### config.mk
export PLATFORM = sky130hd
export DESIGN_NAME = tank_ai_keygen
export DESIGN_NICKNAME = d
export VERILOG_FILES = /design/src/rtl/tank_ai_keygen.sv
export SDC_FILE = /design/constraint.sdc
export NUM_CORES = 1
export LEC_CHECK = 0
export ABC_AREA = 1
export BUFFER_PORTS_ARGS = -buffer_cell sky130_fd_sc_hd__buf_2
export CAP_MARGIN = 40
export CORE_MARGIN = 1.5
export CORE_UTILIZATION = 30
export DETAILED_ROUTE_END_ITERATION = 10
export PLACE_DENSITY_LB_ADDON = 0.05
export SLEW_MARGIN = 10
export SYNTH_ARGS = -nofsm -noshare
export SYNTH_HDL_FRONTEND = slang
export SYNTH_SLANG_ARGS = --single-unit
### constraint.sdc
create_clock -name Clk -period 4.2 [get_ports Clk]
set_clock_uncertainty 0.15 [all_clocks]
set_input_delay 0.63 -clock Clk [delete_from_list [all_inputs] [get_ports Clk]]
set_output_delay 0.63 -clock Clk [all_outputs]
set_load 0.02 [all_outputs]
### src/rtl/tank_ai_keygen.sv
// ----------------------------------------------------------------------------
// tank_ai_keygen
//
// Autonomous keycode source for a CPU-controlled tank. It emits the same 8-bit
// keycode stream a keyboard would (W/A/S/D move, Space fire, 0x00 idle). That
// stream feeds a tank movement/bullet controller, and the controller's
// position, facing, bullet and blocked status feed back into this block. The
// behaviour is: chase the player, line up on an axis, turn to face, fire,
// then cool down. When the tank is blocked it briefly escapes sideways.
//
// Ports
//   Clk           in   1   system clock
//   Reset         in   1   synchronous, active-high
//   frame_clk     in   1   ~60 Hz frame clock, asynchronous level
//   enable        in   1   1 = AI active, 0 = force IDLE
//   own_X, own_Y  in  10   AI tank top-left pixel
//   own_dir       in   3   AI tank facing: 1 up, 2 right, 3 left, 4 down
//   target_X/Y    in  10   player tank top-left pixel
//   bullet_state  in   2   AI tank bullet status, 00 = no bullet in flight
//   can_move      in   1   0 = AI tank blocked this frame
//   keycode       out  8   key presented to the AI tank controller
//   ai_state      out  3   current FSM state (debug / LEDs)
//
// All state, counter and keycode updates happen only on the one-cycle frame
// tick. The keycode is a register and stays stable for a whole frame.
// ----------------------------------------------------------------------------
module tank_ai_keygen #(
    parameter logic [9:0] ALIGN_TOL       = 10'd8,
    parameter logic [7:0] HOLD_FRAMES     = 8'd16,
    parameter logic [7:0] FIRE_FRAMES     = 8'd1,
    parameter logic [7:0] COOLDOWN_FRAMES = 8'd60,
    parameter logic [7:0] UNSTICK_FRAMES  = 8'd24,
    parameter logic [7:0] LFSR_SEED       = 8'hA5
) (
    input  logic       Clk,
    input  logic       Reset,
    input  logic       frame_clk,
    input  logic       enable,
    input  logic [9:0] own_X,
    input  logic [9:0] own_Y,
    input  logic [2:0] own_dir,
    input  logic [9:0] target_X,
    input  logic [9:0] target_Y,
    input  logic [1:0] bullet_state,
    input  logic       can_move,
    output logic [7:0] keycode,
    output logic [2:0] ai_state
);

    typedef enum logic [2:0] {
        ST_IDLE    = 3'd0,
        ST_CHASE   = 3'd1,
        ST_AIM     = 3'd2,
        ST_FIRE    = 3'd3,
        ST_COOL    = 3'd4,
        ST_UNSTICK = 3'd5
    } state_e;

    localparam logic [2:0] DIR_NONE  = 3'd0;
    localparam logic [2:0] DIR_UP    = 3'd1;
    localparam logic [2:0] DIR_RIGHT = 3'd2;
    localparam logic [2:0] DIR_LEFT  = 3'd3;
    localparam logic [2:0] DIR_DOWN  = 3'd4;

    localparam logic [7:0] KEY_W    = 8'h1A;
    localparam logic [7:0] KEY_D    = 8'h07;
    localparam logic [7:0] KEY_A    = 8'h04;
    localparam logic [7:0] KEY_S    = 8'h16;
    localparam logic [7:0] KEY_FIRE = 8'h2C;
    localparam logic [7:0] KEY_IDLE = 8'h00;

    // A frame count of 0 is treated as 1, so the state still lasts one frame.
    localparam logic [7:0] HOLD_LOAD    = (HOLD_FRAMES     == 8'd0) ? 8'd0 : HOLD_FRAMES     - 8'd1;
    localparam logic [7:0] FIRE_LOAD    = (FIRE_FRAMES     == 8'd0) ? 8'd0 : FIRE_FRAMES     - 8'd1;
    localparam logic [7:0] COOL_LOAD    = (COOLDOWN_FRAMES == 8'd0) ? 8'd0 : COOLDOWN_FRAMES - 8'd1;
    localparam logic [7:0] UNSTICK_LOAD = (UNSTICK_FRAMES  == 8'd0) ? 8'd0 : UNSTICK_FRAMES  - 8'd1;

    function automatic logic [7:0] key_of_dir(input logic [2:0] dir);
        case (dir)
            DIR_UP:    key_of_dir = KEY_W;
            DIR_RIGHT: key_of_dir = KEY_D;
            DIR_LEFT:  key_of_dir = KEY_A;
            DIR_DOWN:  key_of_dir = KEY_S;
            default:   key_of_dir = KEY_IDLE;
        endcase
    endfunction

    state_e     state_q, state_d;
    logic [7:0] key_q, key_d;
    logic [7:0] hold_cnt_q, hold_cnt_d;
    logic [7:0] cnt_q, cnt_d;
    logic [7:0] lfsr_q, lfsr_d;
    logic       fclk_q, fclk_dly_q, tick_q;

    // ------------------------------------------------------------------------
    // Frame tick. frame_clk is sampled once, delayed once more, and the rising
    // edge between the two is registered into a single-cycle pulse.
    // ------------------------------------------------------------------------
    // NOTE: sequential state uses non-blocking assignments so every flop
    // samples the pre-edge values of the others.
    always_ff @(posedge Clk) begin
        // NOTE: the reset is synchronous; it is only evaluated on a Clk edge.
        if (Reset) begin
            fclk_q     <= 1'b0;
            fclk_dly_q <= 1'b0;
            tick_q     <= 1'b0;
        end else begin
            fclk_q     <= frame_clk;
            fclk_dly_q <= fclk_q;
            tick_q     <= fclk_q & ~fclk_dly_q;
        end
    end

    // ------------------------------------------------------------------------
    // Geometry. Differences are 11-bit two's complement, so the full +/-1023
    // range of screen coordinates is representable.
    // ------------------------------------------------------------------------
    logic [10:0] dx, dy, abs_dx, abs_dy;
    logic        dx_neg, dy_neg, align_x, align_y, aligned;
    logic [2:0]  desired_dir;
    logic [7:0]  chase_key, escape_key;
    logic        facing_vertical;

    assign dx     = {1'b0, target_X} - {1'b0, own_X};
    assign dy     = {1'b0, target_Y} - {1'b0, own_Y};
    assign dx_neg = dx[10];
    assign dy_neg = dy[10];
    assign abs_dx = dx_neg ? (~dx + 11'd1) : dx;
    assign abs_dy = dy_neg ? (~dy + 11'd1) : dy;

    // Small |dx| puts the target in the same column, so the shot goes up/down.
    assign align_x = (abs_dx <= {1'b0, ALIGN_TOL});
    assign align_y = (abs_dy <= {1'b0, ALIGN_TOL});
    assign aligned = align_x | align_y;

    assign desired_dir = align_x ? (dy_neg ? DIR_UP   : DIR_DOWN)  :
                         align_y ? (dx_neg ? DIR_LEFT : DIR_RIGHT) : DIR_NONE;

    // Close the larger gap first. On a tie the X axis wins.
    assign chase_key = (abs_dx >= abs_dy) ? (dx_neg ? KEY_A : KEY_D)
                                          : (dy_neg ? KEY_W : KEY_S);

    // Escape perpendicular to the current facing. The LFSR picks the side so
    // the tank does not keep ramming the same corner.
    assign facing_vertical = (own_dir == DIR_UP) || (own_dir == DIR_DOWN);
    assign escape_key = facing_vertical ? (lfsr_q[0] ? KEY_D : KEY_A)
                                        : (lfsr_q[0] ? KEY_S : KEY_W);

    // ------------------------------------------------------------------------
    // Next-state logic
    // ------------------------------------------------------------------------
    always_comb begin
        // NOTE: every output gets a default first so no path infers a latch.
        state_d    = state_q;
        key_d      = key_q;
        hold_cnt_d = hold_cnt_q;
        cnt_d      = cnt_q;
        lfsr_d     = lfsr_q;

        if (tick_q) begin
            // Taps 8,6,5,4 (bits 7,5,4,3); advances every frame in any state.
            lfsr_d = {lfsr_q[6:0], lfsr_q[7] ^ lfsr_q[5] ^ lfsr_q[4] ^ lfsr_q[3]};

            if (!enable) begin
                state_d = ST_IDLE;
                key_d   = KEY_IDLE;
            end else begin
                case (state_q)
                    ST_IDLE: begin
                        state_d    = ST_CHASE;
                        key_d      = KEY_IDLE;
                        hold_cnt_d = 8'd0;
                    end

                    ST_CHASE: begin
                        if (!can_move) begin
                            state_d = ST_UNSTICK;
                            key_d   = escape_key;
                            cnt_d   = UNSTICK_LOAD;
                        end else if (hold_cnt_q == 8'd0) begin
                            if (aligned) begin
                                state_d = ST_AIM;
                                key_d   = key_of_dir(desired_dir);
                            end else begin
                                key_d      = chase_key;
                                hold_cnt_d = HOLD_LOAD;
                            end
                        end else begin
                            hold_cnt_d = hold_cnt_q - 8'd1;
                        end
                    end

                    ST_AIM: begin
                        key_d = key_of_dir(desired_dir);
                        if (!aligned) begin
                            state_d    = ST_CHASE;
                            hold_cnt_d = 8'd0;
                        end else if ((own_dir == desired_dir) && (bullet_state == 2'b00)) begin
                            // The shot key goes out on the same frame FIRE is entered.
                            state_d = ST_FIRE;
                            key_d   = KEY_FIRE;
                            cnt_d   = FIRE_LOAD;
                        end
                    end

                    ST_FIRE: begin
                        if (cnt_q == 8'd0) begin
                            state_d = ST_COOL;
                            key_d   = KEY_IDLE;
                            cnt_d   = COOL_LOAD;
                        end else begin
                            key_d = KEY_FIRE;
                            cnt_d = cnt_q - 8'd1;
                        end
                    end

                    ST_COOL: begin
                        key_d = KEY_IDLE;
                        if (cnt_q == 8'd0) begin
                            state_d    = ST_CHASE;
                            hold_cnt_d = 8'd0;
                        end else begin
                            cnt_d = cnt_q - 8'd1;
                        end
                    end

                    ST_UNSTICK: begin
                        // can_move is deliberately ignored until the escape completes.
                        if (cnt_q == 8'd0) begin
                            state_d    = ST_CHASE;
                            key_d      = KEY_IDLE;
                            hold_cnt_d = 8'd0;
                        end else begin
                            cnt_d = cnt_q - 8'd1;
                        end
                    end

                    default: begin
                        state_d = ST_IDLE;
                        key_d   = KEY_IDLE;
                    end
                endcase
            end
        end
    end

    always_ff @(posedge Clk) begin
        if (Reset) begin
            state_q    <= ST_IDLE;
            key_q      <= KEY_IDLE;
            hold_cnt_q <= 8'd0;
            cnt_q      <= 8'd0;
            lfsr_q     <= LFSR_SEED;
        end else begin
            state_q    <= state_d;
            key_q      <= key_d;
            hold_cnt_q <= hold_cnt_d;
            cnt_q      <= cnt_d;
            lfsr_q     <= lfsr_d;
        end
    end

    assign keycode  = key_q;
    assign ai_state = state_q;

endmodule

# Word level (Yosys, flattened, before mapping)
# Index checks and enable logic that the tools add are counted.
dict set report totals {
  regBits 38
  word_cells 106
  output_inout_bits 11
}
dict set report classes {
  muxes 42
  add_sub_neg 6
  n_bitwise 8
  n_reduce_logical 13
  magnitude_cmp 3
  n_eq_ne 26
}
# op count
set ops {}
lappend ops {{8-bit 2-to-1 mux} 16}
lappend ops {{8-bit case mux with 4 select lines} 3}
lappend ops {{3-bit 2-to-1 mux} 10}
lappend ops {{11-bit by 1-bit adder with 11-bit output, second input constant} 2}
lappend ops {{11-bit by 4-bit less-or-equal comparator with 1-bit output, second input constant} 2}
lappend ops {{11-bit 2-to-1 mux} 2}
lappend ops {{11-bit inverter} 2}
lappend ops {{10-bit by 10-bit subtractor with 11-bit output} 2}
lappend ops {{5-bit case mux with 4 select lines} 1}
lappend ops {{8-bit zero test} 2}
lappend ops {{8-bit by 1-bit subtractor with 8-bit output, second input constant} 2}
lappend ops {{3-bit case mux with 5 select lines} 1}
lappend ops {{7-bit AND reduction} 2}
lappend ops {{3-bit by 2-bit equality test with 1-bit output, second input constant} 4}
lappend ops {{3-bit equality test, second input constant} 4}
lappend ops {{2-bit != test, second input constant} 6}
lappend ops {{4-bit != test, second input constant} 3}
lappend ops {{11-bit greater-or-equal comparator} 1}
lappend ops {{5-bit 2-to-1 mux} 2}
lappend ops {{3-bit by 1-bit equality test with 1-bit output, second input constant} 3}
lappend ops {{3-bit != test, second input constant} 3}
lappend ops {{4-bit 2-to-1 mux} 2}
lappend ops {{4-bit nonzero test} 2}
lappend ops {{2-bit 2-to-1 mux} 3}
lappend ops {{other kinds (16)} 18}

# Depth between registers and ports, before layout
# Gate-level depths: netlist of run 1.
dict set report depth {
  word_depth 14
  ltp_mapped 30
  ltp_nobuf 30
}

# Worst setup path after synthesis of run 1
# Ideal clock, no wire load.
dict set report synth_path {
  path_type {input -> register}
  startpoint {input target_Y[0]}
  endpoint {register key_q[2] (netlist: keycode[2])}
  setup_slack_ps 190
  stages 27
  arrival_time_ps 3727
  required_ps 3918
  n_path_buf 0
  cell_sequence {inv_1 ha_1 fa_1 ha_1 nand2_1 inv_1 nand3_2 nor2_1 nand2_1 nand2_2 xor2_1 inv_2 ha_1 a21oi_1 o21ai_0 o21ai_0 o311ai_0 a21oi_1 o21ai_0 nand2_1 nand2_1 nand2_1 nand2_1 nand3_1 nand2_1 a21boi_0 a21oi_1}
}
dict set report synth_via {
  elab_chain_len 14
  elab_cells_between_ends 26
  classes_between {add/sub: 2; order compare: 2; eq/ne: 5; mux: 14; bitwise: 2; reduce/logical: 1}
}
# item line_no
set synth_rtl {}
lappend synth_rtl {{from (decl)} 43} ;# input logic [9:0] target_Y,
lappend synth_rtl {{10-bit by 10-bit subtractor with 11-bit output (*)} 125} ;# assign dy = {1'b0, target_Y} - {1'b0, own_Y};
lappend synth_rtl {{11-bit inverter} 129} ;# assign abs_dy = dy_neg ? (~dy + 11'd1) : dy;
lappend synth_rtl {{11-bit by 1-bit adder with 11-bit output} 129}
lappend synth_rtl {{11-bit 2-to-1 mux} 129}
lappend synth_rtl {{11-bit by 4-bit less-or-equal comparator with 1-bit output} 133} ;# assign align_y = (abs_dy <= {1'b0, ALIGN_TOL});
lappend synth_rtl {{2-bit 2-to-1 mux} 137} ;# align_y ? (dx_neg ? DIR_LEFT : DIR_RIGHT) : DIR_NONE;
lappend synth_rtl {{3-bit 2-to-1 mux} 136} ;# assign desired_dir = align_x ? (dy_neg ? DIR_UP : DIR_DOWN) :
lappend synth_rtl {{3-bit equality test (tied with other cells)} 79} ;# case (dir)
lappend synth_rtl {{5-bit case mux with 4 select lines} 79}
lappend synth_rtl {{8-bit 2-to-1 mux} 181} ;# if (aligned) begin
lappend synth_rtl {{8-bit 2-to-1 mux} 180} ;# end else if (hold_cnt_q == 8'd0) begin
lappend synth_rtl {{8-bit 2-to-1 mux} 176} ;# if (!can_move) begin
lappend synth_rtl {{8-bit case mux with 4 select lines (*)} 168} ;# case (state_q)
lappend synth_rtl {{8-bit 2-to-1 mux (*)} 164} ;# if (!enable) begin
lappend synth_rtl {{to (signal assigned)} 256} ;# key_q <= key_d;
lappend synth_rtl {{to (decl)} 89} ;# logic [7:0] key_q, key_d;
# Mark *: on every way between the ends. The rest lies on a longest branch, timed or not. The select of a mux whose other input is x is not followed.
# A chain may end at the register's enable or synchronous reset.

# Worst setup path in the final report of run 1
dict set report layout_path {
  startpoint {input own_X[0]}
  endpoint {register key_q[3] (netlist: keycode[3])}
}
dict set report layout_via {
  elab_chain_len 13
  elab_cells_between_ends 25
  classes_between {add/sub: 2; order compare: 2; eq/ne: 5; mux: 13; bitwise: 2; reduce/logical: 1}
}
# item line_no
set layout_rtl {}
lappend layout_rtl {{from (decl)} 39} ;# input logic [9:0] own_X,
lappend layout_rtl {{10-bit by 10-bit subtractor with 11-bit output (*)} 124} ;# assign dx = {1'b0, target_X} - {1'b0, own_X};
lappend layout_rtl {{11-bit inverter} 128} ;# assign abs_dx = dx_neg ? (~dx + 11'd1) : dx;
lappend layout_rtl {{11-bit by 1-bit adder with 11-bit output} 128}
lappend layout_rtl {{11-bit 2-to-1 mux} 128}
lappend layout_rtl {{11-bit by 4-bit less-or-equal comparator with 1-bit output} 132} ;# assign align_x = (abs_dx <= {1'b0, ALIGN_TOL});
lappend layout_rtl {{3-bit 2-to-1 mux} 136}
lappend layout_rtl {{3-bit equality test (tied with other cells)} 79}
lappend layout_rtl {{5-bit case mux with 4 select lines} 79}
lappend layout_rtl {{8-bit 2-to-1 mux} 181}
lappend layout_rtl {{8-bit 2-to-1 mux} 180}
lappend layout_rtl {{8-bit 2-to-1 mux} 176}
lappend layout_rtl {{8-bit case mux with 4 select lines (*)} 168}
lappend layout_rtl {{8-bit 2-to-1 mux (*)} 164}
# Marks and branches as above.

==> results of run 1 <==
[path summary, 6_finish.rpt]
check	from	to	slack (ns)	cells after the start
worst min register to register	fclk_dly_q$_SDFF_PP0_	tick_q$_SDFF_PP0_	0.24	1
worst max register to register	cnt_q[0]$_SDFFE_PP0P_	keycode[3]$_SDFFE_PP0P_	1.36	11
worst min-delay path	fclk_dly_q$_SDFF_PP0_	tick_q$_SDFF_PP0_	0.24	1
worst max-delay path	own_X[0]	keycode[3]$_SDFFE_PP0P_	0.25	28
[through the flow]
step / cell area, um2 / total power, mW / setup WS (ns)
final: 5368 / 1.470 / 0.2482
after global routing: 5368 / 1.603 / -0.02319
after CTS: 5269 / 1.426 / 0.08071
after detailed placement: 5119 / 1.039 / -0.1978
after global placement: 5114 / 1.028 / -0.05283
after floorplan: 4526 / 0.8712 / 0.1903
[worst max-delay path: cells and delay by family]
kind            cells  cell delay (ns)
simple gates       12             0.80
compound gates      7             0.96
xor+xnor            1             0.14
buf+inv             4             0.33
fa+ha+maj           4             1.15
[metal layers]
metal	up-vias	share of wire
met5	-	0
met3	10	0.032
met2	60	0.43
met1	2023	0.53
li1	2602	-
met4	0	0.0081
[power by group]
part | internal (mW) | total [mW] | switching (mW)
Sequential | 0.352 | 0.361 | 0.00911
Clock | 0.236 | 0.380 | 0.144
Combinational | 0.286 | 0.728 | 0.442
Total | 0.874 | 1.47 | 0.595
[sequential cells by signal, indices dropped and copies added, names as in the netlist]
| signal | flops |
|---|---|
| lfsr_q | 8 |
| keycode | 6 |
| fclk_dly_q | 1 |
| hold_cnt_q | 8 |
| fclk_q | 1 |
| tick_q | 1 |
| cnt_q | 8 |
| ai_state | 3 |
[placed cells by master, fill, tap and decap left out, drive strengths merged]
| cell type | synthesis | layout |
|---|---|---|
| nand3 | 78 | 78 |
| fa | 2 | 2 |
| nand4 | 22 | 22 |
| o21bai | 1 | 1 |
| dfxtp | 36 | 36 |
| o311ai | 2 | 2 |
| nand3b | 5 | 5 |
| a21oi | 35 | 35 |
| clkbuf | 3 | 7 |
| o22ai | 1 | 1 |
| buf | 7 | 79 |
| a31oi | 1 | 1 |
| clkinvlp | 0 | 1 |
| nor3 | 11 | 11 |
| xor2 | 9 | 9 |
| nand2 | 251 | 251 |
| xnor2 | 6 | 6 |
| nor3b | 3 | 3 |
| a21o | 1 | 1 |
| inv | 137 | 137 |
| o211ai | 2 | 2 |
| conb | 1 | 2 |
| o21ai | 24 | 24 |
| ha | 35 | 35 |
| nor2 | 94 | 94 |
| a211oi | 2 | 2 |
| a21boi | 4 | 4 |
[area by class of cell]
class | instances | area share
multi-input combinational | 591 | 0.6147
sequential | 36 | 0.1343
inverter | 137 | 0.09720
timing repair buffer | 79 | 0.08298
tap | 184 | 0.04289
clock buffer | 7 | 0.02657
clock inverter | 1 | 0.001399
[what timing repair did]
| item | in CTS | in global routing |
|---|---|---|
| gates resized for setup | 0 | 28 |
| endpoints found under the hold margin | 0 | 0 |
| endpoints found under the setup margin | 0 | 5 |
[logic make-up after synthesis]
kind of cell,after synthesis,share of synthesized area
buffers and inverters,147,0.1336
adder cells (fa/ha/maj),37,0.1057
other,1,0.0008293
XOR/XNOR,15,0.02905
AO/OA/AOI/OAI,73,0.09685
AND/OR/NAND/NOR,464,0.4745
flip-flops,36,0.1594
==> metrics.yaml, run 1 <==
status: "complete, but fails checks"
violations: "DRC"
yosysMostFrequentCell: "nand2_1"
antenna_found_initial: 0
rows: 44
drt-initial-drc-count: 160
setup.worst_path.start_class: "input pin"
max_stage_delay_ns: 0.57
cellLeakagePower_nw: 2.904
final_core_util: 0.3665
slowest_stage: "fa_1"
io_pins: 61
gr-usage-met3: 0.02506
grt_busiest_layer: "met2"
min_period_ns: 3.952
hp-class: "register to register"
final.period_utilization: 0.9409
chipHeight_um: 125.8
path_class: "input pin to register"
cp.arrival_ns: 4.01
wl_per_cell_um: 10.88
antennaDiodeCount: 0
nets: 937
die_width_um: 125.8
finalSetupTns_ns: 0
max_slew.worst_pin.slew_ns: 0.8343
synth_seq_cells: 36
critPathMaxFanout: 3
grtUsageMet1: 0.2006
core_area_um2: 14640
synthTopCellsByCount: "233 x nand2_1, 124 x inv_1, 85 x nor2_1"
drive_above_1_share: 0.1962
path_clk_slew_ns: 0.06
cts_setup_buffers: 0
dpl.cell_count: 1027
hold_buffers: 0
port-buffer-count: 58
cts_tree: "yes"
ys_seq_area_frac: 0.1594
max_freq_ghz: 0.2531
slew_viol_final: 0
first_global_vias: 4542
async_flop_share: 0
synth.largest_area_cell: "nand2_1"
fillers: 1635
synth_area_um2: 4522
synthCells: 773
drt-pass1-iter-count: 9
postRouteAntennaNets: 0
synth_top_area_frac: 0.1934
clock_path_buffers: 2
synthFlopType: "dfxtp_1"
synth_area_leaders: "nand2_1 19%, dfxtp_1 16%, inv_1 10%"
endpoint_kind: "register"
finalSetupViolCount: 0
drc: 1
met2_usage: 0.2469
crit_required_ns: 4.26
synthToLayoutAreaGrowth_pct: 18.71
cts_made_buffers: 5
yosys_warnings: 0
clock_sinks: 36
dp_hpwl_um: 9460
die-area_um2: 15820
hold_viol: 0
peakVddDrop_uv: 189.9
cpMostUsedCell: "nand2_2"
synth-edff-count: 0
avgViaCountPerCell: 4.536
start_util: 0.3088
power.density_nw_per_um2: 273.8
overflow: 0
grt_use_total: 0.1462
clock-root-buffer: "clkbuf_16"
gp_congestion: 0.8476
grt_pass1_wl_um: 19750
multi_input_area_um2: 3299
seq_area_um2: 720.7
slew_headroom: 0.4350
vias: 4695
syn_avg_cell_area_um2: 5.850
h-tree-depth: 2
drv_cap: 0
ys_types: 43
grt_max_degree: 22
insertion_delay_ns: 0.28
fin_hold_ws_ns: 0.2401
finalNonFillerCells: 1035
wl_um: 11260
(Power assumes the default switching activity.)
==> inputs of run 2 (changes only) <==
--- a/config.mk
+++ b/config.mk
@@ -5,11 +5,10 @@
 export SDC_FILE = /design/constraint.sdc
 export NUM_CORES = 1
 export LEC_CHECK = 0
-export ABC_AREA = 1
 export BUFFER_PORTS_ARGS = -buffer_cell sky130_fd_sc_hd__buf_2
-export CAP_MARGIN = 40
+export CAP_MARGIN = 5
 export CORE_MARGIN = 1.5
-export CORE_UTILIZATION = 30
+export CORE_UTILIZATION = 54
 export DETAILED_ROUTE_END_ITERATION = 10
 export PLACE_DENSITY_LB_ADDON = 0.05
 export SLEW_MARGIN = 10
==> run 2 against run 1 <==
The flow finishes with violations (setup timing). Clock-buffer cell count down 1. Utilization up 42 points. Via count up 7.1%.
==> metrics.yaml, run 2 <==
synthFlopType: "dfxtp_1"
avgViaCountPerCell: 5.960
rsz0062_at_grt: "yes"
synth_compound_gate_area_share: 0.2879
finalNonFillerCells: 844
top_regs: "cnt_q (8), hold_cnt_q (8), lfsr_q (8)"
synth_seq_cells: 36
setup.worst_path.start_class: "input pin"
ys_seq_area_frac: 0.1645
power_frac_comb: 0.578
rows: 32
io_pins: 61
power.density_nw_per_um2: 255.8
grt_use_total: 0.2804
wl_um: 12270
drt-pass1-iter-count: 6
async_flop_share: 0
h-tree-depth: 2
hold_viol: 0
core_area_um2: 7807
cellLeakagePower_nw: 2.680
synth_top_area_frac: 0.1645
power_mw: 1.563
cpMostUsedCell: "ha_4"
worst_slack_ns: -0.09049
intPower_mw: 0.9827
slew_viol_final: 0
synthAdderAreaFrac: 0.1114
path_class: "input pin to register"
synth_top_family_by_area: "compound AO/OA/AOI/OAI gates"
critPathMaxFanout: 8
placed_area_um2: 5654
power_frac_seq: 0.229
status: "complete, but fails checks"
cts_made_buffers: 5
antenna_found_initial: 0
clock_path_buffers: 2
synth_area_um2: 4380
port-buffer-count: 58
dpl.cell_count: 825
postRouteAntennaNets: 0
synth_area_leaders: "dfxtp_1 16%, ha_1 10%, xnor2_1 4.8%"
drv_cap: 0
hold_buffers: 0
finalSetupViolCount: 13
worstPathCellList: "buf_8 -> inv_8 -> ha_4 -> fa_2 -> ha_4 -> nand3b_1 -> mux2_4 -> or3_4 -> a211o_1 -> a221o_1 -> nor3_2 -> a2bb2oi_2 -> mux2i_2 -> a31oi_4 -> or2_4 -> o31ai_1"
synth_xor_area_frac: 0.08340
final_cell_mix: "120 x buf_4, 56 x buf_2, 52 x nor2_1"
min_period_ns: 4.290
synthCells: 577
p_switching_mw: 0.5808
design_area_um2: 6111
wl_per_cell_um: 14.53
pwr-share-clk: 0.194
synthTopCellsByCount: "53 x nor2_1, 41 x inv_1, 40 x nand2_1"
yosys_warnings: 0
cp.arrival_ns: 4.33
final.period_utilization: 1.022
synthToLayoutAreaGrowth_pct: 39.50
die_width_um: 93.07
synthMuxAreaShare: 0.03399
place_ws_ns: -0.5885
gp_congestion: 0.8963
yosysMostFrequentCell: "nor2_1"
syn_avg_cell_area_um2: 7.592
peakVddDrop_uv: 162.1
ys_types: 86
path_clk_slew_ns: 0.07
synth-simple-area-share: 0.2562
finalSetupTns_ns: -0.4530
grt_pass1_wl_um: 20330
vias: 5030
drt-initial-drc-count: 183
synth.largest_area_cell: "dfxtp_1"
cts_tree: "yes"
die-area_um2: 8661
synth-edff-count: 0
violations: "setup timing"
endpoint_kind: "register"
grt_max_degree: 27
drc: 0
drive_above_1_share: 0.3544
hp-class: "register to register"
switching_share: 0.3715
crit_required_ns: 4.24
overflow: 0
slowest_stage: "fa_2"
dp_hpwl_um: 9425
r2r_cells: 9
whs_path_depth: 1
final_common_cell: "buf_4"
chipHeight_um: 93.07
insertion_delay_ns: 0.30
max_stage_delay_ns: 0.56
nets: 828
start_util: 0.5611
clock_sinks: 36
max_slew.worst_pin.slew_ns: 0.6188
antennaDiodeCount: 0
slew_headroom: 0.5869
max_freq_ghz: 0.2331
clock-root-buffer: "clkbuf_8"
first_global_vias: 4734
-- run 2: critical path, delay by kind of cell --
family                     cells  cell delay [ns]
AOI/OAI and AO/OA              5             1.25
buffers and inverters          2             0.11
muxes                          2             0.58
and+or+nand+nor                4             0.91
adders and majority gates      3             0.85
-- run 2: cell families after synthesis --
logic type,after synthesis
AOI/OAI and AO/OA,163
adders and majority gates,38
buffers and inverters,66
and+or+nand+nor,219
DFF,36
muxes,14
xor gates and xnor gates,40
other,1
-- run 2: metal layers --
metal  global-route usage  wire length, um
met1               0.3371             5134
met2               0.5243             6335
met3              0.02439              509
met4              0.08207              287
met5                    0                0
-- run 2: power groups by stage --
stage	logic (mW)	registers [mW]	clock network, mW
6_report	0.904	0.357	0.303
5_1_grt	0.992	0.359	0.321
4_1_cts	0.873	0.357	0.304
3_5_place_dp	0.855	0.365	0
3_3_place_gp	0.828	0.364	0
2_1_floorplan	0.553	0.361	0
-- run 2: final timing paths --
path	startpoint	endpoint	slack, ns
worst max-delay path	target_X[0]	cnt_q[5]$_SDFFE_PP0P_	-0.09
worst max register to register	ai_state[0]$_SDFFE_PP0P_	keycode[0]$_SDFFE_PP0P_	1.28
worst min register to register	fclk_dly_q$_SDFF_PP0_	tick_q$_SDFF_PP0_	0.24
worst min-delay path	fclk_dly_q$_SDFF_PP0_	tick_q$_SDFF_PP0_	0.24
-- run 2: what timing repair did --
item | 4_1_cts | 5_1_grt
buffers inserted | 8 | 3
endpoints found under the hold margin | 0 | 0
setup endpoints to repair | 25 | 25
gates resized for setup | 28 | 27
pin swaps | 34 | 27
gates cloned | 0 | 0
-- run 2: metrics by stage --
stage / hold WS [ns] / utilization
after floorplan: 0.2174 / -
after global placement: 0.2257 / 0.7242
after detailed placement: 0.2269 / 0.7242
after CTS: 0.2413 / 0.7595
after global routing: 0.2644 / 0.7827
final: 0.2393 / 0.7827
-- run 2: layout make-up --
cell class	instances	area, um2
multi-input cells	476	3752
fillers	581	1697
repair buffers	181	1241
flip-flops and latches	36	720.7
inverters	41	161.4
well taps	102	127.6
clock buffers	6	72.57
clock inverters	2	35.03
